`src/rtl/mem_stage_lsu.sv`:
```
// MEM-stage load/store unit: one data-memory access per instruction over a
// req/ack bus, load extension, store lane placement, timeout and fault codes.
//
// state | meaning
// IDLE  | waiting for an EX/MEM instruction; non-memory ops and faults retire here
// BUS   | access outstanding; dmem_* held until ack or wait budget exhausted
module mem_stage_lsu #(
  parameter int MAX_WAIT = 16
) (
  input  logic        clk,
  input  logic        rst_n,
  input  logic        in_valid,
  input  logic        in_mem_read,
  input  logic        in_mem_write,
  input  logic [2:0]  in_funct3,
  input  logic [63:0] in_alu_result,
  input  logic [63:0] in_rd2,
  input  logic [4:0]  in_wr,
  input  logic        in_reg_write,
  output logic        stall,
  output logic        dmem_req,
  output logic        dmem_we,
  output logic [63:0] dmem_addr,
  output logic [63:0] dmem_wdata,
  output logic [7:0]  dmem_be,
  input  logic        dmem_ack,
  input  logic [63:0] dmem_rdata,
  output logic        wb_valid,
  output logic        wb_reg_write,
  output logic [4:0]  wb_wr,
  output logic [63:0] wb_data,
  output logic        mem_fault,
  output logic [1:0]  fault_code
);

  localparam int CW = $clog2(MAX_WAIT + 1);

  typedef enum logic {S_IDLE, S_BUS} state_t;

  state_t        state_q, state_d;
  logic [CW-1:0] cnt_q, cnt_d;
  logic          req_q, req_d, we_q, we_d;
  logic [63:0]   addr_q, addr_d, wdata_q, wdata_d;
  logic [7:0]    be_q, be_d;
  logic [2:0]    off_q, off_d, f3_q, f3_d;
  logic [4:0]    wr_q, wr_d, wbwr_q, wbwr_d;
  logic          rw_q, rw_d, wbv_q, wbv_d, wbrw_q, wbrw_d, fault_q, fault_d;
  logic [63:0]   wbdata_q, wbdata_d;
  logic [1:0]    code_q, code_d;

  logic          is_mem, illegal, misal, legal_op;
  logic [7:0]    st_be;
  logic [63:0]   st_wdata, lane, ld_data;

  // Decode the EX/MEM slot: legality, alignment and store lane placement.
  always_comb begin
    is_mem  = in_mem_read | in_mem_write;
    illegal = (in_mem_read & in_mem_write) |
              (in_mem_read & (in_funct3 == 3'b111)) |
              (in_mem_write & in_funct3[2]);
    case (in_funct3[1:0])
      2'b01:   misal = in_alu_result[0];
      2'b10:   misal = |in_alu_result[1:0];
      2'b11:   misal = |in_alu_result[2:0];
      default: misal = 1'b0;
    endcase
    legal_op = in_valid & is_mem & ~illegal & ~misal;
    case (in_funct3[1:0])
      2'b00:   st_be = 8'h01;
      2'b01:   st_be = 8'h03;
      2'b10:   st_be = 8'h0F;
      default: st_be = 8'hFF;
    endcase
    st_be    = st_be << in_alu_result[2:0];
    st_wdata = in_rd2 << {in_alu_result[2:0], 3'b000};
    stall    = ((state_q == S_IDLE) & legal_op) | ((state_q == S_BUS) & ~dmem_ack);
  end

  // Extract the addressed lane of the read doubleword and extend it.
  always_comb begin
    lane = dmem_rdata >> {off_q, 3'b000};
    case (f3_q)
      3'b000:  ld_data = {{56{lane[7]}}, lane[7:0]};
      3'b001:  ld_data = {{48{lane[15]}}, lane[15:0]};
      3'b010:  ld_data = {{32{lane[31]}}, lane[31:0]};
      3'b100:  ld_data = {56'd0, lane[7:0]};
      3'b101:  ld_data = {48'd0, lane[15:0]};
      3'b110:  ld_data = {32'd0, lane[31:0]};
      default: ld_data = lane;
    endcase
  end

  // Next-state and registered-output logic.
  always_comb begin
    state_d  = state_q;
    cnt_d    = cnt_q;
    req_d    = req_q;
    we_d     = we_q;
    addr_d   = addr_q;
    wdata_d  = wdata_q;
    be_d     = be_q;
    off_d    = off_q;
    f3_d     = f3_q;
    wr_d     = wr_q;
    rw_d     = rw_q;
    wbv_d    = 1'b0;
    wbrw_d   = wbrw_q;
    wbwr_d   = wbwr_q;
    wbdata_d = wbdata_q;
    fault_d  = 1'b0;
    code_d   = code_q;
    case (state_q)
      S_IDLE: begin
        if (in_valid) begin
          if (!is_mem) begin
            wbv_d    = 1'b1;
            wbdata_d = in_alu_result;
            wbwr_d   = in_wr;
            wbrw_d   = in_reg_write;
          end else if (illegal | misal) begin
            wbv_d   = 1'b1;
            wbrw_d  = 1'b0;
            wbwr_d  = in_wr;
            fault_d = 1'b1;
            code_d  = illegal ? 2'b11 : 2'b01;
          end else begin
            state_d = S_BUS;
            cnt_d   = '0;
            req_d   = 1'b1;
            we_d    = in_mem_write;
            addr_d  = {in_alu_result[63:3], 3'b000};
            off_d   = in_alu_result[2:0];
            be_d    = in_mem_write ? st_be : 8'hFF;
            wdata_d = in_mem_write ? st_wdata : 64'd0;
            f3_d    = in_funct3;
            wr_d    = in_wr;
            rw_d    = in_reg_write;
          end
        end
      end
      default: begin
        if (dmem_ack) begin
          state_d = S_IDLE;
          req_d   = 1'b0;
          wbv_d   = 1'b1;
          wbwr_d  = wr_q;
          if (we_q) begin
            wbrw_d = 1'b0;
          end else begin
            wbrw_d   = rw_q;
            wbdata_d = ld_data;
          end
        end else if (cnt_q == CW'(MAX_WAIT - 1)) begin
          state_d = S_IDLE;
          req_d   = 1'b0;
          wbv_d   = 1'b1;
          wbrw_d  = 1'b0;
          wbwr_d  = wr_q;
          fault_d = 1'b1;
          code_d  = 2'b10;
        end else begin
          cnt_d = cnt_q + 1'b1;
        end
      end
    endcase
  end

  // State and output registers, cleared asynchronously.
  always_ff @(posedge clk or negedge rst_n) begin
    if (!rst_n) begin
      state_q  <= S_IDLE;
      cnt_q    <= '0;
      req_q    <= 1'b0;
      we_q     <= 1'b0;
      addr_q   <= '0;
      wdata_q  <= '0;
      be_q     <= '0;
      off_q    <= '0;
      f3_q     <= '0;
      wr_q     <= '0;
      rw_q     <= 1'b0;
      wbv_q    <= 1'b0;
      wbrw_q   <= 1'b0;
      wbwr_q   <= '0;
      wbdata_q <= '0;
      fault_q  <= 1'b0;
      code_q   <= '0;
    end else begin
      state_q  <= state_d;
      cnt_q    <= cnt_d;
      req_q    <= req_d;
      we_q     <= we_d;
      addr_q   <= addr_d;
      wdata_q  <= wdata_d;
      be_q     <= be_d;
      off_q    <= off_d;
      f3_q     <= f3_d;
      wr_q     <= wr_d;
      rw_q     <= rw_d;
      wbv_q    <= wbv_d;
      wbrw_q   <= wbrw_d;
      wbwr_q   <= wbwr_d;
      wbdata_q <= wbdata_d;
      fault_q  <= fault_d;
      code_q   <= code_d;
    end
  end

  assign dmem_req     = req_q;
  assign dmem_we      = we_q;
  assign dmem_addr    = addr_q;
  assign dmem_wdata   = wdata_q;
  assign dmem_be      = be_q;
  assign wb_valid     = wbv_q;
  assign wb_reg_write = wbrw_q;
  assign wb_wr        = wbwr_q;
  assign wb_data      = wbdata_q;
  assign mem_fault    = fault_q;
  assign fault_code   = code_q;

endmodule
```
`config.mk`:
```
export PLATFORM = sky130hd
export DESIGN_NAME = mem_stage_lsu
export DESIGN_NICKNAME = d
export VERILOG_FILES = /design/src/rtl/mem_stage_lsu.sv
export SDC_FILE = /design/constraint.sdc
export NUM_CORES = 1
export LEC_CHECK = 0
export CAP_MARGIN = 20
export CELL_PAD_IN_SITES_DETAIL_PLACEMENT = 0
export CELL_PAD_IN_SITES_GLOBAL_PLACEMENT = 1
export CORE_UTILIZATION = 35
export DETAILED_ROUTE_END_ITERATION = 16
export GPL_ROUTABILITY_DRIVEN = 0
export GPL_TIMING_DRIVEN = 0
export PLACE_DENSITY = 0.88
export SLEW_MARGIN = 20
export SYNTH_ARGS = -nofsm -noshare
export SYNTH_HDL_FRONTEND = slang
export SYNTH_SLANG_ARGS = --single-unit
```
`constraint.sdc`:
```
create_clock -name clk -period 2.98 [get_ports clk]
set_clock_uncertainty 0.1 [all_clocks]
set_input_delay 0.596 -clock clk [delete_from_list [all_inputs] [get_ports clk]]
set_output_delay 0.596 -clock clk [all_outputs]
set_load 0.02 [all_outputs]
```
### Yosys cells after proc, flatten, opt, wreduce, memory -nomap -nowiden

Cells that the tools add are included.

* register bits: 227
* input port bits: 207
* output and inout port bits: 213
* logic and storage cells: 128

* add/subtract/negate cells: 1
* equality and inequality tests: 19
* shift-type cells: 3
* muxes and demuxes: 57
* bitwise operators: 18
* reductions and logical operators: 13

Operators by type and width (number)
* two-way mux 64 bit: 6
* one-hot mux 64 bit (6 select lines): 1
* left shift 64 x 6 -> 64 bit: 1
* right shift 64 x 6 -> 64 bit: 1
* two-way mux 5 bit: 12
* two-way mux 1 bit: 28
* one-hot mux 8 bit (3 select lines): 1
* two-way mux 2 bit: 7
* == test 3 bit (second input constant): 4
* != test 2 bit (second input constant): 6
* AND reduction 4 bit: 3
* AND reduction 5 bit: 2
* bitwise AND 1 bit: 8
* two-way mux 8 bit: 1
* left shift 8 x 3 -> 8 bit: 1
* != test 3 x 2 -> 1 bit (second input constant): 2
* nonzero test 2 bit: 3
* adder 5 x 1 -> 5 bit (second input constant): 1
* == test 5 x 4 -> 1 bit (second input constant): 1
* NOT 1 bit: 5
* OR 1 bit: 5
* == test 2 bit (second input constant): 2
* == test 3 x 1 -> 1 bit (second input constant): 1
* == test 3 x 2 -> 1 bit (second input constant): 1
* other kinds (8): 8

### Logic depth before layout (Yosys ltp)

Gate-level depths: netlist (run 1).

* depth after elaboration: 9
* gate-level depth with buffers: 9
* mapped depth without buffers: 7

### Worst setup path after synthesis (run 1)

Ideal clock, no wire load.

* path type: input to output
* start: input port in_funct3[0]
* end: output port stall
* arrival time: 1.968 ns
* data required time: 2.284 ns
* slack: 0.316 ns
* stages on the path: 8
* buffers on the path: 4
* cell sequence: buf_2 a21oi_1 o2111ai_2 nand2b_1 buf_2 buf_2 buf_2 nand2_1

* word-level cells in the longest chain between the ends: 9
* elaborated cells on any way between the ends: 14
* classes of those cells: eq/ne: 4; mux: 1; bitwise: 9

Ends and longest elaborated chain
* start, declared: RTL line 15 `input logic [2:0] in_funct3,`
* == test 3 bit: RTL line 59 `(in_mem_read & (in_funct3 == 3'b111)) |`
* bitwise AND 1 bit: RTL line 59
* OR 1 bit: RTL line 58 `illegal = (in_mem_read & in_mem_write) |`
* OR 1 bit: RTL line 59
* NOT 1 bit: RTL line 67 `legal_op = in_valid & is_mem & ~illegal & ~misal;`
* bitwise AND 1 bit: RTL line 67
* bitwise AND 1 bit (*): RTL line 67
* bitwise AND 1 bit (*): RTL line 76 `stall = ((state_q == S_IDLE) & legal_op) | ((state_q == S_BUS) & ~dmem_ack);`
* OR 1 bit (*): RTL line 76
* end, declared: RTL line 20 `output logic stall,`

Mark *: on every way between the ends. The rest lies on a longest branch, timed or not.

### Worst setup path after layout (run 1)

* start: input port in_funct3[1]
* end: output port stall

The elaborated chain is that of the path after synthesis.

==> impl_metrics.toml, run 1 <==
[worst_setup_path]
cp.arrival_ns = 2.18
max_stage_delay_ns = 0.44
path_max_fanout = 10
path_cells = "clkdlybuf4s50_1, buf_6, o21ai_1, o2111ai_2, nand2b_1, buf_6, buf_12, nand2_1, buf_4"
cp_data_required_time_ns = 2.28
cp-start-kind = "input port"
slowest_stage = "clkdlybuf4s50_1"
crit_buf_inv = 5
timing.critical_path.mode_cell = "buf_6"
critical_path_class = "in -> out"
cp_top_family = "buffers and inverters"
cp-end-kind = "output port"

[power_and_ir_drop]
peakVddDrop_mv = 0.438
p_leak_uw = 0.00809
power_uw = 13700
p_per_area_nw_per_um2 = 720

[routing]
antenna_left = 0
vias = 12900
vias_per_cell = 5.57
drt-initial-drc-count = 1065
wl_per_cell_um = 24.0
drc = 0
wl_mm = 55.8
drt_pass1_iterations = 5

[final_layout]
fin_util = 0.516
finalInstanceArea_sq_um = 19000
layout-area-overhead-vs-synth_pct = 44.4
layout-drive-gt1-share = 0.142
fillCellCount = 3356
nNetsFinal = 2045

[logic_synthesis]
ys.flop_type = "dfrtp_1"
synth_edf_count = 0
syn_avg_cell_area_sq_um = 9.51
async_flop_share = 1.00
postSynthCellCount = 1383
synth-seq-cells = 227
yosysWarnings = 0
ys_types = 62
yosysSeqAreaShare = 0.432
synthesis.area_sq_um = 13100

[grt]
grt.total_usage = 0.285
grt_pass1_wl_mm = 82.2
grt_pass1_vias = 12900
antenna_found_initial = 9
grt_max_degree = 92
overflow = 0

[placement]
io_buffer_count = 415
place_area_sq_um = 18000
dp_hpwl_mm = 43.7

[sta]
tns_ns = 0
setup_viol_count_final = 0
rsz0062_at_grt = "no"
finalCriticalPeriod_ns = 2.88
final.period_utilization = 0.965
max_freq_mhz = 348
hold_violations = 0
hold_slack_ns = 0.240
slew_headroom = 0.339
worstMarginPinSlew_ns = 0.984
slew_viol_final = 0

[floorplanning]
die_width_um = 196
design.die.area_sq_um = 38300
die_y_um = 196
core_sq_um = 36800
initial_utilization = 0.357
rows = 70
io-pin-count = 420

[cts]
cts.clk_slew.worst_paths_ns = 0.06
cts_buffers = 28
root_buffer = "clkbuf_16"
cts_max_level = 1
cts_tree = "yes"
clk_latency_ns = 0.58
clockBufferDepth = 3
clock-sinks = 227

[job]
cap_violations = 0

[min_path]
hp-class = "in -> reg"

[status]
status = "complete, no violations"
cell usage in the layout (no fill, tap or decap), types with 39 or more instances in the layout:
| cell | netlist | final |
|---|---|---|
| buf_2 | 44 | 39 |
| clkbuf_1 | 50 | 56 |
| clkdlybuf4s50_1 | 0 | 413 |
| dfrtp_1 | 227 | 227 |
| mux2_2 | 65 | 65 |
| mux2i_1 | 74 | 74 |
| mux4_2 | 39 | 39 |
| nand2_1 | 377 | 377 |
| nand3_1 | 51 | 51 |
| nor2_1 | 59 | 58 |
| o21ai_0 | 61 | 61 |
final timing paths:
kind | start | to | slack (ns) | cells past startpoint
worst max register to register | state_q | wb_data[19] | 0.23 | 8
max in group asynchronous | rst_n | wb_data[60] | 1.37 | 3
min in group asynchronous | rst_n | dmem_addr[10] | 0.48 | 2
worst max-delay path | in_funct3[1] | stall | 0.10 | 9
worst min register to register | dmem_wdata[52] | dmem_wdata[52] | 0.37 | 2
worst min-delay path | in_funct3[0] | f3_q[0] | 0.24 | 3
sequential cells by signal, indices dropped and copies added (netlist names):
| register | cells |
|---|---|
| state_q | 1 |
| wb_wr | 5 |
| wb_valid | 1 |
| wb_data | 64 |
| wr_q | 5 |
| dmem_we | 1 |
| dmem_addr | 61 |
| rw_q | 1 |
| f3_q | 3 |
| dmem_be | 8 |
| wb_reg_write | 1 |
| mem_fault | 1 |
| off_q | 3 |
| fault_code | 2 |
| dmem_wdata | 64 |
| dmem_req | 1 |
| cnt_q | 5 |
tightest hold or removal path: stages:
cell and delay [ns]:
buf_2 0.16, nand2_1 0.07, nand2_1 0.04
routing by layer:
metal	vias up	track usage	wire [um]
li1	5786	-	-
met2	717	0.491	26900
met5	-	0	71
met3	143	0.0782	5490
met1	6292	0.330	20800
met4	10	0.125	2650
Yosys cell counts (22+ instances only):
cell type  instances  area share
nand2_1          377        0.11
o21ai_0           61       0.023
a21oi_1           37       0.014
a211oi_2          32       0.030
mux2_2            65       0.056
mux4_2            39       0.067
buf_2             44       0.017
nand3_1           51       0.019
nor2_1            59       0.017
a22o_1            22       0.015
mux2i_1           74       0.056
clkbuf_1          50       0.014
dfrtp_1          227        0.43
nor3_1            37       0.014
per-stage QoR:
stage          setup slack, ns  instances
3_3_place_gp             -8.69       2268
5_1_grt                 0.0380       2324
4_1_cts                 0.0284       2321
6_report                 0.105       2326
3_5_place_dp             -1.32       2270
2_1_floorplan            0.316       1385
where the power goes:
group | total [uW] | internal [uW] | switching (uW)
Clock | 3550 | 2160 | 1380
Combinational | 5780 | 2630 | 3150
Sequential | 4350 | 3870 | 486
cell type report:
| type | instances | area (sq um) | share of cell area |
|---|---|---|---|
| Clock inverter | 11 | 166 | 0.00877 |
| Inverter | 15 | 56.3 | 0.00297 |
| Buffer | 113 | 583 | 0.0307 |
| Antenna cell | 3 | 7.51 | 0.000396 |
| Sequential cell | 227 | 5680 | 0.299 |
| Timing Repair Buffer | 422 | 4250 | 0.224 |
| Tap cell | 468 | 586 | 0.0309 |
| Multi-Input combinational cell | 1029 | 6870 | 0.362 |
| Clock buffer | 38 | 778 | 0.0410 |
timing repair:
| item | CTS | global route |
|---|---|---|
| pin swaps | 1 | 1 |
| hold buffers | 1 | 0 |
| gates resized for setup | 15 | 3 |
| endpoints found under the hold margin | 70 | 0 |
| endpoints found under the setup margin | 1 | 1 |
| buffers inserted | 2 | 2 |
logic make-up (layout without fill, tap and decap cells):
group | Yosys count | after routing | share of synthesized area
multiplexers | 181 | 181 | 0.182
other | 1 | 6 | 0.000285
XOR/XNOR | 2 | 2 | 0.00133
flip-flops | 227 | 227 | 0.432
adder cells (fa/ha/maj) | 2 | 2 | 0.00190
AND/OR/NAND/NOR | 599 | 599 | 0.201
buffers and inverters | 129 | 599 | 0.0467
AO/OA/AOI/OAI | 242 | 242 | 0.135
No activity file was read; power rests on OpenSTA's default activity.
==> run 2, diff against run 1 <==
--- a/config.mk
+++ b/config.mk
@@ -8,6 +8,7 @@
 export CAP_MARGIN = 20
 export CELL_PAD_IN_SITES_DETAIL_PLACEMENT = 0
 export CELL_PAD_IN_SITES_GLOBAL_PLACEMENT = 1
+export CORE_ASPECT_RATIO = 1.25
 export CORE_UTILIZATION = 35
 export DETAILED_ROUTE_END_ITERATION = 16
 export GPL_ROUTABILITY_DRIVEN = 0
==> run 2 against run 1 <==
- first-iteration DRC count grew 29%
- utilization shrank 0.62 points
- setup slack got worse by 0.037 ns
- global-route usage up 0.13 points
- sequential power about the same
- via count up 0.77%
- critical path type unchanged
- largest cell class unchanged
- largest power group unchanged
==> impl_metrics.toml, run 2 (same netlist as run 1, synthesis figures left out) <==
[routing]
vias_per_cell = 5.58
drt-initial-drc-count = 1373
drc = 0
drt_pass1_iterations = 5
wl_mm = 55.8
antenna_left = 0
vias = 13000
wl_per_cell_um = 23.8

[cts]
clock-sinks = 227
cts_tree = "yes"
clockBufferDepth = 3
cts_buffers = 26
cts.clk_slew.worst_paths_ns = 0.06
clk_latency_ns = 0.54
root_buffer = "clkbuf_16"
cts_max_level = 1

[floorplanning]
design.die.area_sq_um = 38300
core_sq_um = 37200
initial_utilization = 0.354
die_y_um = 219
io-pin-count = 420
die_width_um = 175
rows = 79

[final_layout]
final_common_cell = "clkdlybuf4s50_1"
layout-drive-gt1-share = 0.143
layout-area-overhead-vs-synth_pct = 44.1
final_cell_count_no_fill = 2339
nNetsFinal = 2042
layout_common_cells = "clkdlybuf4s50_1 (413), nand2_1 (377), dfrtp_1 (227)"
fillCellCount = 3466
finalInstanceArea_sq_um = 18900

[power_and_ir_drop]
p_switching_uw = 5010
p_seq_frac = 0.321
p_leak_uw = 0.00805
power_frac_clock = 0.250
peakVddDrop_mv = 0.460
p_per_area_nw_per_um2 = 714
combPwrFrac = 0.429
power.internal_uw = 8510
switching_share = 0.370

[sta]
worstMarginPinSlew_ns = 0.992
hold_violations = 0
finalCriticalPeriod_ns = 2.91
slew_headroom = 0.333
max_freq_mhz = 343
setup_viol_count_final = 0
final.period_utilization = 0.977
slew_viol_final = 0

[worst_setup_path]
cp-start-kind = "input port"
path_max_fanout = 9
cp_top_family = "buffers and inverters"
cp-end-kind = "output port"
crit_buf_inv = 4
critical_path_class = "in -> out"
timing.critical_path.mode_cell = "buf_4"
slowest_stage = "clkdlybuf4s50_1"
max_stage_delay_ns = 0.47
cp_data_required_time_ns = 2.28
cp.arrival_ns = 2.22
path_cells = "clkdlybuf4s50_1, a21oi_1, o2111ai_2, nand2b_1, buf_4, buf_12, nand2_1, buf_4"

[status]
status = "complete, no violations"

[grt]
antenna_found_initial = 1
grt_max_degree = 96
grt_pass1_wl_mm = 81.9
overflow = 0
grt_pass1_vias = 13100
grt.total_usage = 0.286

[placement]
dp_hpwl_mm = 43.4
dp.cells = 2288
io_buffer_count = 415
place_area_sq_um = 18000

[min_path]
hp-class = "in -> reg"

[job]
cap_violations = 0
==> run 2: tightest hold or removal path, cell delays in order <==
cell	delay, ns
buf_2	0.17
nand2_1	0.09
nand2_1	0.05
==> run 2: metrics by stage <==
| step | util | hold WS [ns] | TNS (ns) | power [uW] | worst slack [ns] |
|---|---|---|---|---|---|
| final | 0.510 | 0.293 | 0 | 13500 | 0.0684 |
| after global routing | 0.510 | 0.302 | -0.0316 | 14100 | -0.0316 |
| after CTS | 0.509 | 0.262 | 0 | 13500 | 0.0131 |
| after detailed placement | 0.484 | 0.360 | -45.49 | 10100 | -1.41 |
| after global placement | 0.482 | 0.353 | -2019.64 | 10000 | -8.75 |
| after floorplan | - | 0.200 | 0 | 7310 | 0.316 |
==> run 2: repair_timing <==
| item | CTS | global route |
|---|---|---|
| hold buffers | 1 | 0 |
| setup endpoints to repair | 1 | 4 |
| pin swaps | 1 | 1 |
| cloned | 0 | 0 |
| setup buffers | 2 | 1 |
| resized for setup | 12 | 9 |
| hold endpoints to repair | 74 | 0 |
==> run 2: path summary, 6_finish.rpt <==
path / start / to / slack [ns] / cells after the start
max reg2reg: off_q[0] / wb_data[5] / 0.31 / 7
min: in_funct3[0] / f3_q[0] / 0.29 / 3
max: in_alu_result[1] / stall / 0.07 / 8
min in group asynchronous: rst_n / wb_data[12] / 0.50 / 2
max in group asynchronous: rst_n / dmem_wdata[50] / 1.05 / 4
min reg2reg: dmem_wdata[63] / dmem_wdata[63] / 0.37 / 2
==> run 2: final cells by class <==
cell class	instances	area, sq um	share of cell area
diodes	1	2.50	0.000132
plain buffers	113	576	0.0304
clock buffers	36	749	0.0396
clock inverters	11	145	0.00766
inverters	15	56.3	0.00297
multi-input cells	1029	6880	0.363
flip-flops and latches	227	5680	0.300
well taps	486	608	0.0321
repair buffers	421	4240	0.224
==> run 2: per-layer routing <==
metal,routed length [um],global-route usage,up-vias
li1,-,-,5786
met1,19800,0.324,6343
met2,27900,0.509,761
met3,4950,0.0543,158
met4,3110,0.149,0
met5,0,0,-
==> run 2: power groups by stage <==
stage          registers [uW]  clock network (uW)  logic, uW
2_1_floorplan            5230                   0       2080
4_1_cts                  4330                3440       5770
5_1_grt                  4420                3570       6100
3_3_place_gp             4360                   0       5670
6_report                 4340                3380       5800
3_5_place_dp             4380                   0       5740
